## config.mk

```make
export PLATFORM = sky130hd
export DESIGN_NAME = hazard_ctrl
export DESIGN_NICKNAME = d
export VERILOG_FILES = /design/src/rtl/hazard_ctrl_pkg.sv /design/src/rtl/hazard_slot_match.sv /design/src/rtl/hazard_ctrl.sv
export SDC_FILE = /design/constraint.sdc
export NUM_CORES = 1
export LEC_CHECK = 0
export BUFFER_PORTS_ARGS = -buffer_cell sky130_fd_sc_hd__buf_2
export CELL_PAD_IN_SITES_DETAIL_PLACEMENT = 0
export CELL_PAD_IN_SITES_GLOBAL_PLACEMENT = 2
export CORE_ASPECT_RATIO = 1.2
export CORE_MARGIN = 3
export CORE_UTILIZATION = 40
export CTS_BUF_LIST = sky130_fd_sc_hd__clkbuf_8
export DETAILED_ROUTE_END_ITERATION = 8
export HOLD_SLACK_MARGIN = 0.03
export PLACE_DENSITY_LB_ADDON = 0.1
export SLEW_MARGIN = 15
export SYNTH_ARGS = -nofsm -noshare
export SYNTH_HDL_FRONTEND = slang
export SYNTH_SLANG_ARGS = --single-unit
```

## constraint.sdc

```tcl
create_clock -name i_clk -period 6.04 [get_ports i_clk]
set_clock_uncertainty 0.15 [all_clocks]
set_input_delay 0.906 -clock i_clk [delete_from_list [all_inputs] [get_ports i_clk]]
set_output_delay 0.906 -clock i_clk [all_outputs]
set_load 0.03 [all_outputs]
```

## src/rtl/hazard_ctrl_pkg.sv

```systemverilog
// Shared types for the RV32I pipeline hazard controller: forwarding encodings,
// freeze FSM states and the in-flight scoreboard slot layout.
package hazard_ctrl_pkg;

  localparam int unsigned REG_AW    = 5;
  localparam int unsigned CNT_W_DEF = 32;

  typedef enum logic [1:0] {
    FWD_RF  = 2'b00,
    FWD_MEM = 2'b01,
    FWD_WB  = 2'b10
  } fwd_sel_t;

  typedef enum logic {
    RUN    = 1'b0,
    FREEZE = 1'b1
  } state_t;

  typedef struct packed {
    logic              valid;
    logic [REG_AW-1:0] rd;
    logic              wen;
    logic              load;
  } slot_t;

  // EX additionally remembers its own operands so forwarding can be resolved there.
  typedef struct packed {
    slot_t             prod;
    logic [REG_AW-1:0] rs1;
    logic [REG_AW-1:0] rs2;
    logic              use_rs1;
    logic              use_rs2;
  } ex_slot_t;

  // Youngest producer wins; a load still in MEM has no data to forward yet.
  function automatic fwd_sel_t fwd_pick(input logic use_src,
                                        input logic mem_hit,
                                        input logic mem_load,
                                        input logic wb_hit);
    fwd_sel_t sel;
    sel = FWD_RF;
    if (use_src && mem_hit && !mem_load) begin
      sel = FWD_MEM;
    end else if (use_src && wb_hit) begin
      sel = FWD_WB;
    end
    return sel;
  endfunction

endpackage

```

## src/rtl/hazard_slot_match.sv

```systemverilog
// Producer/source compare: a slot supplies a register only when it is live,
// writes back, and targets a non-zero register equal to the source.
module hazard_slot_match
  import hazard_ctrl_pkg::*;
(
  input  logic              i_valid,
  input  logic              i_wen,
  input  logic [REG_AW-1:0] i_rd,
  input  logic [REG_AW-1:0] i_src,
  output logic              o_match
);

  assign o_match = i_valid & i_wen & (i_rd != '0) & (i_rd == i_src);

endmodule

```

## src/rtl/hazard_ctrl.sv

```systemverilog
// Hazard controller for the 5-stage RV32I hart: operand forwarding, load-use
// stall, redirect flush, data-memory freeze and hazard performance counters.
module hazard_ctrl
  import hazard_ctrl_pkg::*;
#(
  parameter int unsigned CNT_W = CNT_W_DEF
) (
  input  logic              i_clk,
  input  logic              i_rst_n,
  input  logic              i_id_valid,
  input  logic [REG_AW-1:0] i_id_rs1,
  input  logic [REG_AW-1:0] i_id_rs2,
  input  logic              i_id_use_rs1,
  input  logic              i_id_use_rs2,
  input  logic [REG_AW-1:0] i_id_rd,
  input  logic              i_id_wen,
  input  logic              i_id_load,
  input  logic              i_ex_redirect,
  input  logic              i_mem_busy,
  output logic              o_pc_en,
  output logic              o_ifid_en,
  output logic              o_ifid_flush,
  output logic              o_idex_bubble,
  output logic              o_pipe_en,
  output logic [1:0]        o_fwd_rs1,
  output logic [1:0]        o_fwd_rs2,
  output logic [CNT_W-1:0]  o_stall_cnt,
  output logic [CNT_W-1:0]  o_flush_cnt,
  output logic [CNT_W-1:0]  o_freeze_cnt
);

  state_t           state_q, state_d;
  ex_slot_t         ex_q, ex_d;
  slot_t            mem_q, mem_d;
  slot_t            wb_q, wb_d;
  logic [CNT_W-1:0] stall_cnt_q, flush_cnt_q, freeze_cnt_q;

  logic mem_hit_rs1_c, mem_hit_rs2_c, wb_hit_rs1_c, wb_hit_rs2_c;
  logic ex_hit_rs1_c, ex_hit_rs2_c;
  logic load_use_c, redirect_c;
  logic stall_apply_c, flush_apply_c;
  fwd_sel_t fwd_rs1_c, fwd_rs2_c;
  logic unused_wb_load;

  assign unused_wb_load = wb_q.load;

  // Forwarding sources for the instruction currently in EX.
  hazard_slot_match u_mem_rs1 (
    .i_valid (mem_q.valid), .i_wen (mem_q.wen), .i_rd (mem_q.rd),
    .i_src   (ex_q.rs1),    .o_match (mem_hit_rs1_c)
  );
  hazard_slot_match u_mem_rs2 (
    .i_valid (mem_q.valid), .i_wen (mem_q.wen), .i_rd (mem_q.rd),
    .i_src   (ex_q.rs2),    .o_match (mem_hit_rs2_c)
  );
  hazard_slot_match u_wb_rs1 (
    .i_valid (wb_q.valid),  .i_wen (wb_q.wen),  .i_rd (wb_q.rd),
    .i_src   (ex_q.rs1),    .o_match (wb_hit_rs1_c)
  );
  hazard_slot_match u_wb_rs2 (
    .i_valid (wb_q.valid),  .i_wen (wb_q.wen),  .i_rd (wb_q.rd),
    .i_src   (ex_q.rs2),    .o_match (wb_hit_rs2_c)
  );

  // ID sources against the EX producer, for load-use detection.
  hazard_slot_match u_ex_rs1 (
    .i_valid (ex_q.prod.valid), .i_wen (ex_q.prod.wen), .i_rd (ex_q.prod.rd),
    .i_src   (i_id_rs1),        .o_match (ex_hit_rs1_c)
  );
  hazard_slot_match u_ex_rs2 (
    .i_valid (ex_q.prod.valid), .i_wen (ex_q.prod.wen), .i_rd (ex_q.prod.rd),
    .i_src   (i_id_rs2),        .o_match (ex_hit_rs2_c)
  );

  assign load_use_c = i_id_valid & ex_q.prod.load &
                      ((i_id_use_rs1 & ex_hit_rs1_c) | (i_id_use_rs2 & ex_hit_rs2_c));
  assign redirect_c = i_ex_redirect & ex_q.prod.valid;

  always_comb begin
    fwd_rs1_c = fwd_pick(ex_q.use_rs1, mem_hit_rs1_c, mem_q.load, wb_hit_rs1_c);
    fwd_rs2_c = fwd_pick(ex_q.use_rs2, mem_hit_rs2_c, mem_q.load, wb_hit_rs2_c);
  end

  assign o_fwd_rs1 = fwd_rs1_c;
  assign o_fwd_rs2 = fwd_rs2_c;

  // Freeze FSM and pipeline control; busy masks redirect and load-use so they
  // are re-evaluated against unchanged EX contents once memory is ready.
  always_comb begin
    state_d       = state_q;
    o_pc_en       = 1'b1;
    o_ifid_en     = 1'b1;
    o_ifid_flush  = 1'b0;
    o_idex_bubble = 1'b0;
    o_pipe_en     = 1'b1;
    stall_apply_c = 1'b0;
    flush_apply_c = 1'b0;

    case (state_q)
      RUN:     if (i_mem_busy)  state_d = FREEZE;
      FREEZE:  if (!i_mem_busy) state_d = RUN;
      default: state_d = RUN;
    endcase

    if (i_mem_busy) begin
      o_pc_en   = 1'b0;
      o_ifid_en = 1'b0;
      o_pipe_en = 1'b0;
    end else if (redirect_c) begin
      // The ID instruction is on the wrong path, so any stall it needs is moot.
      o_ifid_flush  = 1'b1;
      o_idex_bubble = 1'b1;
      flush_apply_c = 1'b1;
    end else if (load_use_c) begin
      o_pc_en       = 1'b0;
      o_ifid_en     = 1'b0;
      o_idex_bubble = 1'b1;
      stall_apply_c = 1'b1;
    end
  end

  // Scoreboard advance mirrors the ID/EX, EX/MEM and MEM/WB registers.
  always_comb begin
    ex_d  = ex_q;
    mem_d = mem_q;
    wb_d  = wb_q;
    if (o_pipe_en) begin
      ex_d.prod.valid = i_id_valid & ~o_idex_bubble;
      ex_d.prod.rd    = i_id_rd;
      ex_d.prod.wen   = i_id_wen;
      ex_d.prod.load  = i_id_load;
      ex_d.rs1        = i_id_rs1;
      ex_d.rs2        = i_id_rs2;
      ex_d.use_rs1    = i_id_use_rs1;
      ex_d.use_rs2    = i_id_use_rs2;
      mem_d           = ex_q.prod;
      wb_d            = mem_q;
    end
  end

  always_ff @(posedge i_clk or negedge i_rst_n) begin
    if (!i_rst_n) begin
      state_q <= RUN;
      ex_q    <= '0;
      mem_q   <= '0;
      wb_q    <= '0;
    end else begin
      state_q <= state_d;
      ex_q    <= ex_d;
      mem_q   <= mem_d;
      wb_q    <= wb_d;
    end
  end

  // Performance counters wrap naturally at 2^CNT_W.
  always_ff @(posedge i_clk or negedge i_rst_n) begin
    if (!i_rst_n) begin
      stall_cnt_q  <= '0;
      flush_cnt_q  <= '0;
      freeze_cnt_q <= '0;
    end else begin
      if (stall_apply_c) stall_cnt_q  <= stall_cnt_q + CNT_W'(1);
      if (flush_apply_c) flush_cnt_q  <= flush_cnt_q + CNT_W'(1);
      if (i_mem_busy)    freeze_cnt_q <= freeze_cnt_q + CNT_W'(1);
    end
  end

  assign o_stall_cnt  = stall_cnt_q;
  assign o_flush_cnt  = flush_cnt_q;
  assign o_freeze_cnt = freeze_cnt_q;

endmodule

```

==> key figures, run 1 <==
Timing
  • Slew Limit Headroom: 43.7%
  • Worst-margin pin slew: 0.837 ns
  • Tcrit/Tclk final: 57.5%
  • Hold Fails Final Rpt: 0
  • Post-layout min period: 3.47 ns
  • Setup tns final: 0 ns
  • RSZ-0062 raised after global routing: no
  • Max Freq: 288 MHz
  • Hold Slack: 0.139 ns
  • Setup Viol. Count Final: 0
  • Max Slew Vio Count: 0

Die
  • Starting Density: 41.3%
  • DIE AREA: approximately 17000 um^2
  • Core area: 15200 um^2
  • I/O pin count: around 130
  • Die height: roughly 140 um
  • Cell row count: 49
  • Chip width: 120 um

GRT
  • GRT Total Usage: 17.4%
  • Initial antenna violation count: 1
  • Largest net degree at the start of global routing: between 60 and 70
  • Gr ovfl total: 0
  • First-pass GRT wire length: 24100 um
  • Vias in the first global route: 4651

Clocking
  • Postcts setup bufs: 0
  • Skew-Pair Late Insertion Delay: 0.44 ns
  • Worst-path clk slew: 0.08 ns
  • # clock sinks: 131
  • CTS H-tree lvls: 4
  • Post_cts resized: 0
  • CTS tree: done
  • Longest Clk Path Bufs: 2
  • Clock root cell: clkbuf_8
  • Cts hold-fix bufs: 0
  • CTS buffer count: 17

Min path
  • Hold Path Class: in -> async

Synthesis
  • Syn Inst Count: 536
  • Synthesized area: 6280 um^2
  • Async set-or-reset flop fraction in the synthesized netlist: 100%
  • Main synth FF type: dfrtp_1
  • Syn Area/Cell: 11.7 um^2
  • Yosys warnings: 0
  • Sequential share of the synthesized area: 52.2%
  • Distinct cells, synth: 40
  • Flops & latches, synth: 131
  • Net Count, Synth: approximately 560
  • Post-synth EDFFs: 0

Final layout
  • Fin cells: 892
  • Area grow syn2layout: 20.5%
  • Leading cell types in the layout, fill and taps excluded: dfrtp_1, buf_2, xnor2_1, xor2_1, nand2_1
  • NumNets Final: ~700
  • Layout cells sized above 1: between 30% and 40%
  • Fin area: between 7000 and 8000 um^2
  • Commonest non-fill, non-tap cell in the layout: dfrtp_1

Run status
  • Outcome: finished, final reports clean

Setup path
  • Critical Path AT: 2.41 ns
  • Worst Setup End Kind: output port
  • Max incr delay on CP: 0.61 ns
  • Worst-path cell chain: or4_4 -> o21a_1 -> a31oi_1 -> buf_2
  • Worst EP required: roughly 5.0 ns
  • Worst setup SP type: flop
  • Max FO, Critical Path: 11
  • Crit Path Class: reg -> out
  • Critical path's slowest cell: or4_4
  • R2R setup slack: 3.87 ns

Power and ir drop
  • Switching power: between 0.6 and 0.7 mW
  • Leakage: between 3 and 4 nW
  • Internal power: ~1.5 mW
  • Max IR drop VDD: 0.135 mV
  • Comb pwr share: 14.4%
  • Total chip power: 2.12 mW
  • Pwr Density: 280 nW/um^2
  • Reg power frac: 48.7%
  • Clock network power share: between 30% and 40%
  • Switch share: 29.5%

Routing
  • Routed wire length: 14300 um
  • Vias per cell: 5.12
  • Antenna Nets Post-Route: 0
  • Met3 routed WL: 533 um
  • Drt drc: 0
  • WL met2: between 6000 and 7000 um
  • Wire per inst: 16.0 um
  • Highest metal used: met4
  • Initial DRC Count: 184
  • M1 WL: between 6000 and 7000 um
  • DR pass1 iterations: 5
  • Vias: 4570

Placement
  • DP Cell Count: roughly 860
  • Placed cell area: 7140 um^2
  • IO buf count: 128
  • DP HPWL: 10300 um
  • RD Place Congestion: 0.789

Run
  • Maxcap violations: 0
## logic make-up (layout without fill, tap and decap cells)
family                   after synthesis  in the layout  share of synthesized area (%)
buffers and inverters                 22            173                           1.59
flip-flops                           131            131                           52.2
XOR/XNOR                             123            123                           17.2
other                                  0              1                              0
AND/OR/NAND/NOR                      210            210                           20.5
multiplexers                          37             37                           6.63
adder cells (fa/ha/maj)                3              3                          0.598
AO/OA/AOI/OAI                         10             10                           1.32
## path summary, 6_finish.rpt
check	startpoint	to	depth (start not counted)
setup / recovery	ex_q[14]	o_ifid_en	4
setup reg to reg	ex_q[14]	o_stall_cnt[9]	5
min in group i_clk	o_freeze_cnt[31]	o_freeze_cnt[31]	1
max in group asynchronous	i_rst_n	o_stall_cnt[19]	2
hold / removal	i_rst_n	o_freeze_cnt[27]	1
hold reg to reg	o_freeze_cnt[31]	o_freeze_cnt[31]	1
## synthesized netlist by cell type (2+ instances only)
master    count  area (um^2)
nor3_2        2         20.0
nor2_1       25         93.8
nand4b_1      4         35.0
buf_2         5         25.0
nor4b_2       2         30.0
nor4_1        6         37.5
dfrtp_1     131         3280
nor4_4        3         63.8
nand3_1      36          180
o211ai_1      2         15.0
or4_1         2         15.0
xor2_1       42          368
clkbuf_1      6         22.5
nand4_4       2         42.5
xnor2_1      81          709
nand4_1      36          225
a21oi_1       2         10.0
nand2_1      39          146
and3_1       15         93.8
ha_1          3         37.5
nor3_1       10         50.1
and4_1       14          123
and2_1        7         43.8
inv_1         9         33.8
mux2_2       37          417
## registers in the layout, summed over array words and instances (netlist names)
name and count:
mem_q 8, wb_q 7, o_flush_cnt 32, ex_q 20, o_freeze_cnt 32, o_stall_cnt 32
## power by group through the flow
stage	registers [mW]	logic [mW]	clock network (mW)
global route	1.04	0.337	0.846
finish	1.03	0.305	0.781
detailed placement	1.05	0.310	0
CTS	1.03	0.310	0.808
floorplan	1.10	0.144	0
global placement	1.05	0.306	0
## layout make-up
| class | count | area [um^2] |
|---|---|---|
| antenna | 1 | 2.50 |
| clock buffer | 19 | 262 |
| sequential | 131 | 3280 |
| inverter | 9 | 33.8 |
| multi-input combinational | 383 | 2900 |
| fill | 1489 | 7640 |
| clock inverter | 13 | 159 |
| timing repair buffer | 132 | 673 |
| tap | 204 | 255 |
## routing by layer
layer,vias up,track usage (%)
met4,0,6.56
met5,-,0
met3,21,3.41
met2,110,28.0
li1,2170,-
met1,2269,23.5
## stage by stage
| step | setup WS (ns) | util, % |
|---|---|---|
| after global routing | 2.48 | 49.8 |
| after CTS | 2.52 | 49.7 |
| after floorplan | 2.69 | - |
| after global placement | 2.64 | 47.0 |
| final | 2.57 | 49.8 |
| after detailed placement | 2.67 | 47.0 |
## worst max-delay path: cells and delay by family (launching register included)
kind                   cells  cell delay, ns
buffers and inverters      1            0.26
AO/OA/AOI/OAI              2            0.65
flip-flops                 1            0.46
AND/OR/NAND/NOR            1            0.61
Note: power is estimated with default switching activity, not from simulation.
==> inputs of run 2 (changes only) <==
CORE_UTILIZATION = 37   (was 40)
clock period = 3.2 ns   (was 6.04 ns; I/O delays follow)
==> run 2 against run 1 <==
Non-clock buffer count up 5. Highest routed layer unchanged. Utilization fell by 3.8 points. Wire length up 1.9%. Via count shrank 1.7%. Global-route usage is 1.1 points lower.
==> key figures, run 2 (same netlist as run 1, synthesis figures left out) <==
Run status
  • Outcome: finished, final reports clean

Final layout
  • Multi-input logic area: just under 3000 um^2
  • Storage cell area: 3280 um^2
  • Fin cells: 903
  • NumNets Final: 706
  • Commonest non-fill, non-tap cell in the layout: dfrtp_1
  • Layout cells sized above 1: 31.5%
  • Area grow syn2layout: 20.4%
  • # fillers: between 1500 and 2000
  • Leading cell types in the layout, fill and taps excluded: dfrtp_1, buf_2, xnor2_1, xor2_1, nand2_1
  • N_diodes: 0

Routing
  • Drt drc: 0
  • DR pass1 iterations: 4
  • Vias per cell: roughly 5
  • Initial DRC Count: 162
  • Routed wire length: ~15000 um
  • Vias: 4493
  • Antenna Nets Post-Route: 0
  • Wire per inst: between 15 and 20 um

Timing
  • Hold Slack: between 0.1 and 0.15 ns
  • Max Slew Vio Count: 0
  • Worst-margin pin slew: ~0.78 ns
  • Post-layout min period: between 2 and 3 ns
  • Tcrit/Tclk final: 92.9%
  • Max Freq: about 340 MHz
  • Setup Viol. Count Final: 0
  • Setup tns final: 0 ns
  • RSZ-0062 raised after global routing: no
  • Slew Limit Headroom: 47.4%
  • Hold Fails Final Rpt: 0

Die
  • Core area: 16500 um^2
  • Chip width: approximately 120 um
  • Cell row count: 51
  • I/O pin count: around 130
  • Die height: 149 um
  • DIE AREA: 18600 um^2
  • Starting Density: 38.1%

Setup path
  • Worst r2r dst: o_stall_cnt[25]
  • R2r worst-path depth: 7
  • CP startpoint: ex_q[14]
  • Levels on crit path: 4
  • Max incr delay on CP: 0.59 ns
  • Critical Path AT: roughly 2.3 ns
  • FF-to-FF Start: ex_q[15]
  • Crit Path Class: reg -> out
  • Worst path top cell family by delay: compound AO/OA/AOI/OAI gates
  • Max FO, Critical Path: 11
  • CP endpoint: o_ifid_en
  • Worst Setup End Kind: output port
  • Worst Path Buf+Inv: 1
  • Worst-path cell chain: or4_4 -> o21a_1 -> a31oi_1 -> buf_2
  • Worst setup SP type: flop
  • Critical path's slowest cell: or4_4
  • Worst EP required: 2.57 ns
  • R2R setup slack: 1.04 ns

Min path
  • Hold path startpoint: i_id_rd[3]
  • Hold Path Class: in -> reg

Clocking
  • Cts hold-fix bufs: 1
  • # clock sinks: 131
  • CTS H-tree lvls: 4
  • CTS tree: done
  • Longest Clk Path Bufs: 2
  • Worst-path clk slew: 0.07 ns
  • Post_cts resized: 0
  • CTS buffer count: 17
  • Clock root cell: clkbuf_8
  • Skew-Pair Late Insertion Delay: between 0.4 and 0.5 ns
  • Postcts setup bufs: 0

GRT
  • GRT Total Usage: between 10% and 20%
  • First-pass GRT wire length: around 24000 um
  • Vias in the first global route: 4660
  • Largest net degree at the start of global routing: 61
  • Gr ovfl total: 0
  • Initial antenna violation count: 0

Placement
  • RD Place Congestion: 0.781
  • IO buf count: approximately 130
  • DP HPWL: 10700 um
  • DP Cell Count: roughly 870

Power and ir drop
  • Pwr Density: 503 nW/um^2
  • Leakage: 3.67 nW
  • Switch share: 30.2%
  • Max IR drop VDD: 0.253 mV
  • Switching power: ~1.1 mW
  • Total chip power: about 3.8 mW
  • Clock network power share: 33.7%
  • Internal power: between 2 and 3 mW
  • Comb pwr share: 15.3%
  • Reg power frac: roughly half

Run
  • Maxcap violations: 0
## run 2: cell types whose count changed in the layout (fill, tap and decap cells not counted), sizes merged
cell,delta
buf,+4
bufinv,-2
clkinv,-1
clkinvlp,-1
diode,-1
dlygate4sd3,+1
inv,+3
## run 2: power by group through the flow
| stage | Combinational (mW) | Clock [mW] | Sequential, mW |
|---|---|---|---|
| 2_1_floorplan | 0.272 | 0 | 2.07 |
| 3_3_place_gp | 0.586 | 0 | 1.97 |
| 3_5_place_dp | 0.588 | 0 | 1.98 |
| 4_1_cts | 0.591 | 1.34 | 1.94 |
| 5_1_grt | 0.632 | 1.41 | 1.97 |
| 6_report | 0.580 | 1.28 | 1.94 |
## run 2: how the worst min path moves through the flow
stage / end / slack [ns] / cells past startpoint
after floorplan: ex_q[0] / 0.03 / 0
after global placement: o_stall_cnt[31] / 0.30 / 1
after detailed placement: o_stall_cnt[31] / 0.31 / 1
after CTS: ex_q[17] / 0.09 / 2
after global routing: ex_q[17] / 0.09 / 2
final: ex_q[17] / 0.13 / 2
## run 2: per-layer routing
metal | vias to the layer above | GRT usage (%) | part of all wire, %
met2 | 104 | 26.5 | 48
met3 | 6 | 4.02 | 4.0
li1 | 2183 | - | -
met4 | 0 | 5.21 | 0.60
met1 | 2200 | 21.9 | 47
met5 | - | 0 | 0
## run 2: final cells by class
cell class | count | share of cell area, %
clock buffer | 19 | 3.46
clock inverter | 12 | 1.24
inverter | 9 | 0.447
multi-input combinational | 383 | 38.4
sequential | 131 | 43.4
tap | 212 | 3.51
timing repair buffer | 137 | 9.60
## run 2: stage by stage
step | util, % | area (um^2) | setup slack (ns)
6_report | 45.9 | 7560 | 0.228
5_1_grt | 45.9 | 7560 | 0.0398
4_1_cts | 45.9 | 7560 | 0.118
3_5_place_dp | 43.7 | 7190 | 0.619
3_3_place_gp | 43.7 | 7190 | 0.662
2_1_floorplan | - | 6280 | 0.419
==> inputs of run 3 (changes only) <==
BUFFER_PORTS_ARGS = not set   (was -buffer_cell sky130_fd_sc_hd__buf_2)
CORE_UTILIZATION = 43   (was 37)
DONT_BUFFER_PORTS = 1   (was not set)
==> run 3 against run 2 <==
The flow now finishes with violations (hold timing). Clock power is 25% higher. Clock-buffer cell count is 1 lower. Combinational power is 42% lower. Design area is 4.2% lower. Maximum frequency is 0.28% higher. Final cell count is 16% lower. Largest cell class unchanged.
==> key figures, run 3 (same netlist as run 1, synthesis figures left out) <==
Die
  • DIE AREA: approximately 16000 um^2
  • Die height: 138 um
  • Cell row count: 47
  • I/O pin count: ~130
  • Core area: ~14000 um^2
  • Starting Density: ~45%
  • Chip width: 116 um

Timing
  • Setup Viol. Count Final: 0
  • Max Slew Vio Count: 0
  • Setup tns final: 0 ns
  • Max Freq: between 300 and 400 MHz
  • Final WS setup: 0.237 ns
  • Hold Fails Final Rpt: 131
  • Slew Limit Headroom: 42.2%
  • Post-layout min period: 2.96 ns
  • Hold Slack: -0.430 ns
  • Worst-margin pin slew: 0.860 ns
  • Tcrit/Tclk final: 92.6%
  • RSZ-0062 raised after global routing: no

Placement
  • RD Place Congestion: 0.773
  • Setup slack at placement: 0.688 ns
  • Placed cell area: 6470 um^2
  • IO buf count: 0
  • DP HPWL: 9350 um

Run
  • Maxcap violations: 0

Routing
  • Wire per inst: 18.5 um
  • DR pass1 iterations: 5
  • Vias: 4163
  • Antenna Nets Post-Route: 0
  • Drt drc: 0
  • Initial DRC Count: about 200
  • Routed wire length: 14100 um
  • Vias per cell: 5.46

Setup path
  • R2R setup slack: 0.83 ns
  • Worst Setup End Kind: output port
  • Crit Path Class: reg -> out
  • Max FO, Critical Path: 5
  • Worst setup SP type: flop
  • R2r worst-path depth: 4
  • Worst EP required: 2.57 ns
  • Critical Path AT: 2.33 ns

GRT
  • Gr ovfl total: 0
  • Largest net degree at the start of global routing: 132
  • Vias in the first global route: 4289
  • Initial antenna violation count: 0
  • First-pass GRT wire length: ~23000 um
  • GRT Total Usage: 18.3%

Clocking
  • CTS buffer count: 17
  • Postcts setup bufs: 0
  • CTS H-tree lvls: 4
  • Longest Clk Path Bufs: 2
  • Clock root cell: clkbuf_8
  • Cts hold-fix bufs: 31
  • Worst-path clk slew: 0.08 ns
  • Skew-Pair Late Insertion Delay: ~0.44 ns
  • Post_cts resized: 0
  • CTS tree: done
  • # clock sinks: approximately 130

Final layout
  • Area grow syn2layout: 15.3%
  • N_diodes: 0
  • Commonest non-fill, non-tap cell in the layout: dfrtp_1
  • Leading cell types in the layout, fill and taps excluded: dfrtp_1, xnor2_1, xor2_1, nand2_1, mux2_2
  • NumNets Final: 606
  • Layout cells sized above 1: 15.4%
  • Fin area: between 7000 and 8000 um^2

Power and ir drop
  • Switching power: 1.12 mW
  • Max IR drop VDD: around 0.31 mV
  • Leakage: 3.17 nW
  • Reg power frac: a little over half
  • Total chip power: ~4.0 mW
  • Clock network power share: 39.6%
  • Comb pwr share: 8.4%
  • Switch share: 27.7%
  • Pwr Density: between 500 and 600 nW/um^2
  • Internal power: 2.92 mW

Run status
  • Failing checks: hold timing
  • Outcome: finished with violations

Min path
  • Hold Path Class: in -> async
run 3: final timing paths:
check | from | end
max | mem_q[6] | o_fwd_rs1[1]
min in group i_clk | i_id_valid | ex_q[19]
min | i_rst_n | o_freeze_cnt[27]
max reg2reg | o_flush_cnt[6] | o_flush_cnt[16]
max in group asynchronous | i_rst_n | o_stall_cnt[19]
min reg2reg | mem_q[0] | mem_q[0]
run 3: area by class of cell:
class | count | area, um^2
fillers | 1281 | 6810
well taps | 171 | 214
clock inverters | 14 | 211
clock buffers | 18 | 248
flip-flops and latches | 131 | 3280
inverters | 9 | 33.8
multi-input cells | 383 | 2900
repair buffers | 37 | 355
run 3: layer usage:
layer / up-vias / wire (um) / track usage, %
met5: - / 0 / 0
met4: 0 / 153 / 5.25
met3: 15 / 1090 / 7.65
met2: 126 / 6670 / 27.0
met1: 2050 / 6200 / 24.7
li1: 1972 / - / -
run 3: through the flow:
step	util [%]	instances
after floorplan	-	536
after global routing	51.5	763
after global placement	46.1	700
after CTS	51.5	763
after detailed placement	46.1	700
final	51.5	763
run 3: power by group through the flow:
stage	clock network [mW]	logic (mW)	registers, mW
final	1.60	0.339	2.10
after global routing	1.73	0.384	2.13
after CTS	1.65	0.342	2.10
after floorplan	0	0.272	2.07
after detailed placement	0	0.295	2.13
after global placement	0	0.292	2.13
run 3: worst max-delay path: stages, from the launching register on:
cell     delay [ns]
dfrtp_1        0.44
xor2_1         0.18
nor4_1         0.34
nand3_1        0.11
nor2_1         0.49
nor3_1         0.13
buf_4          0.20
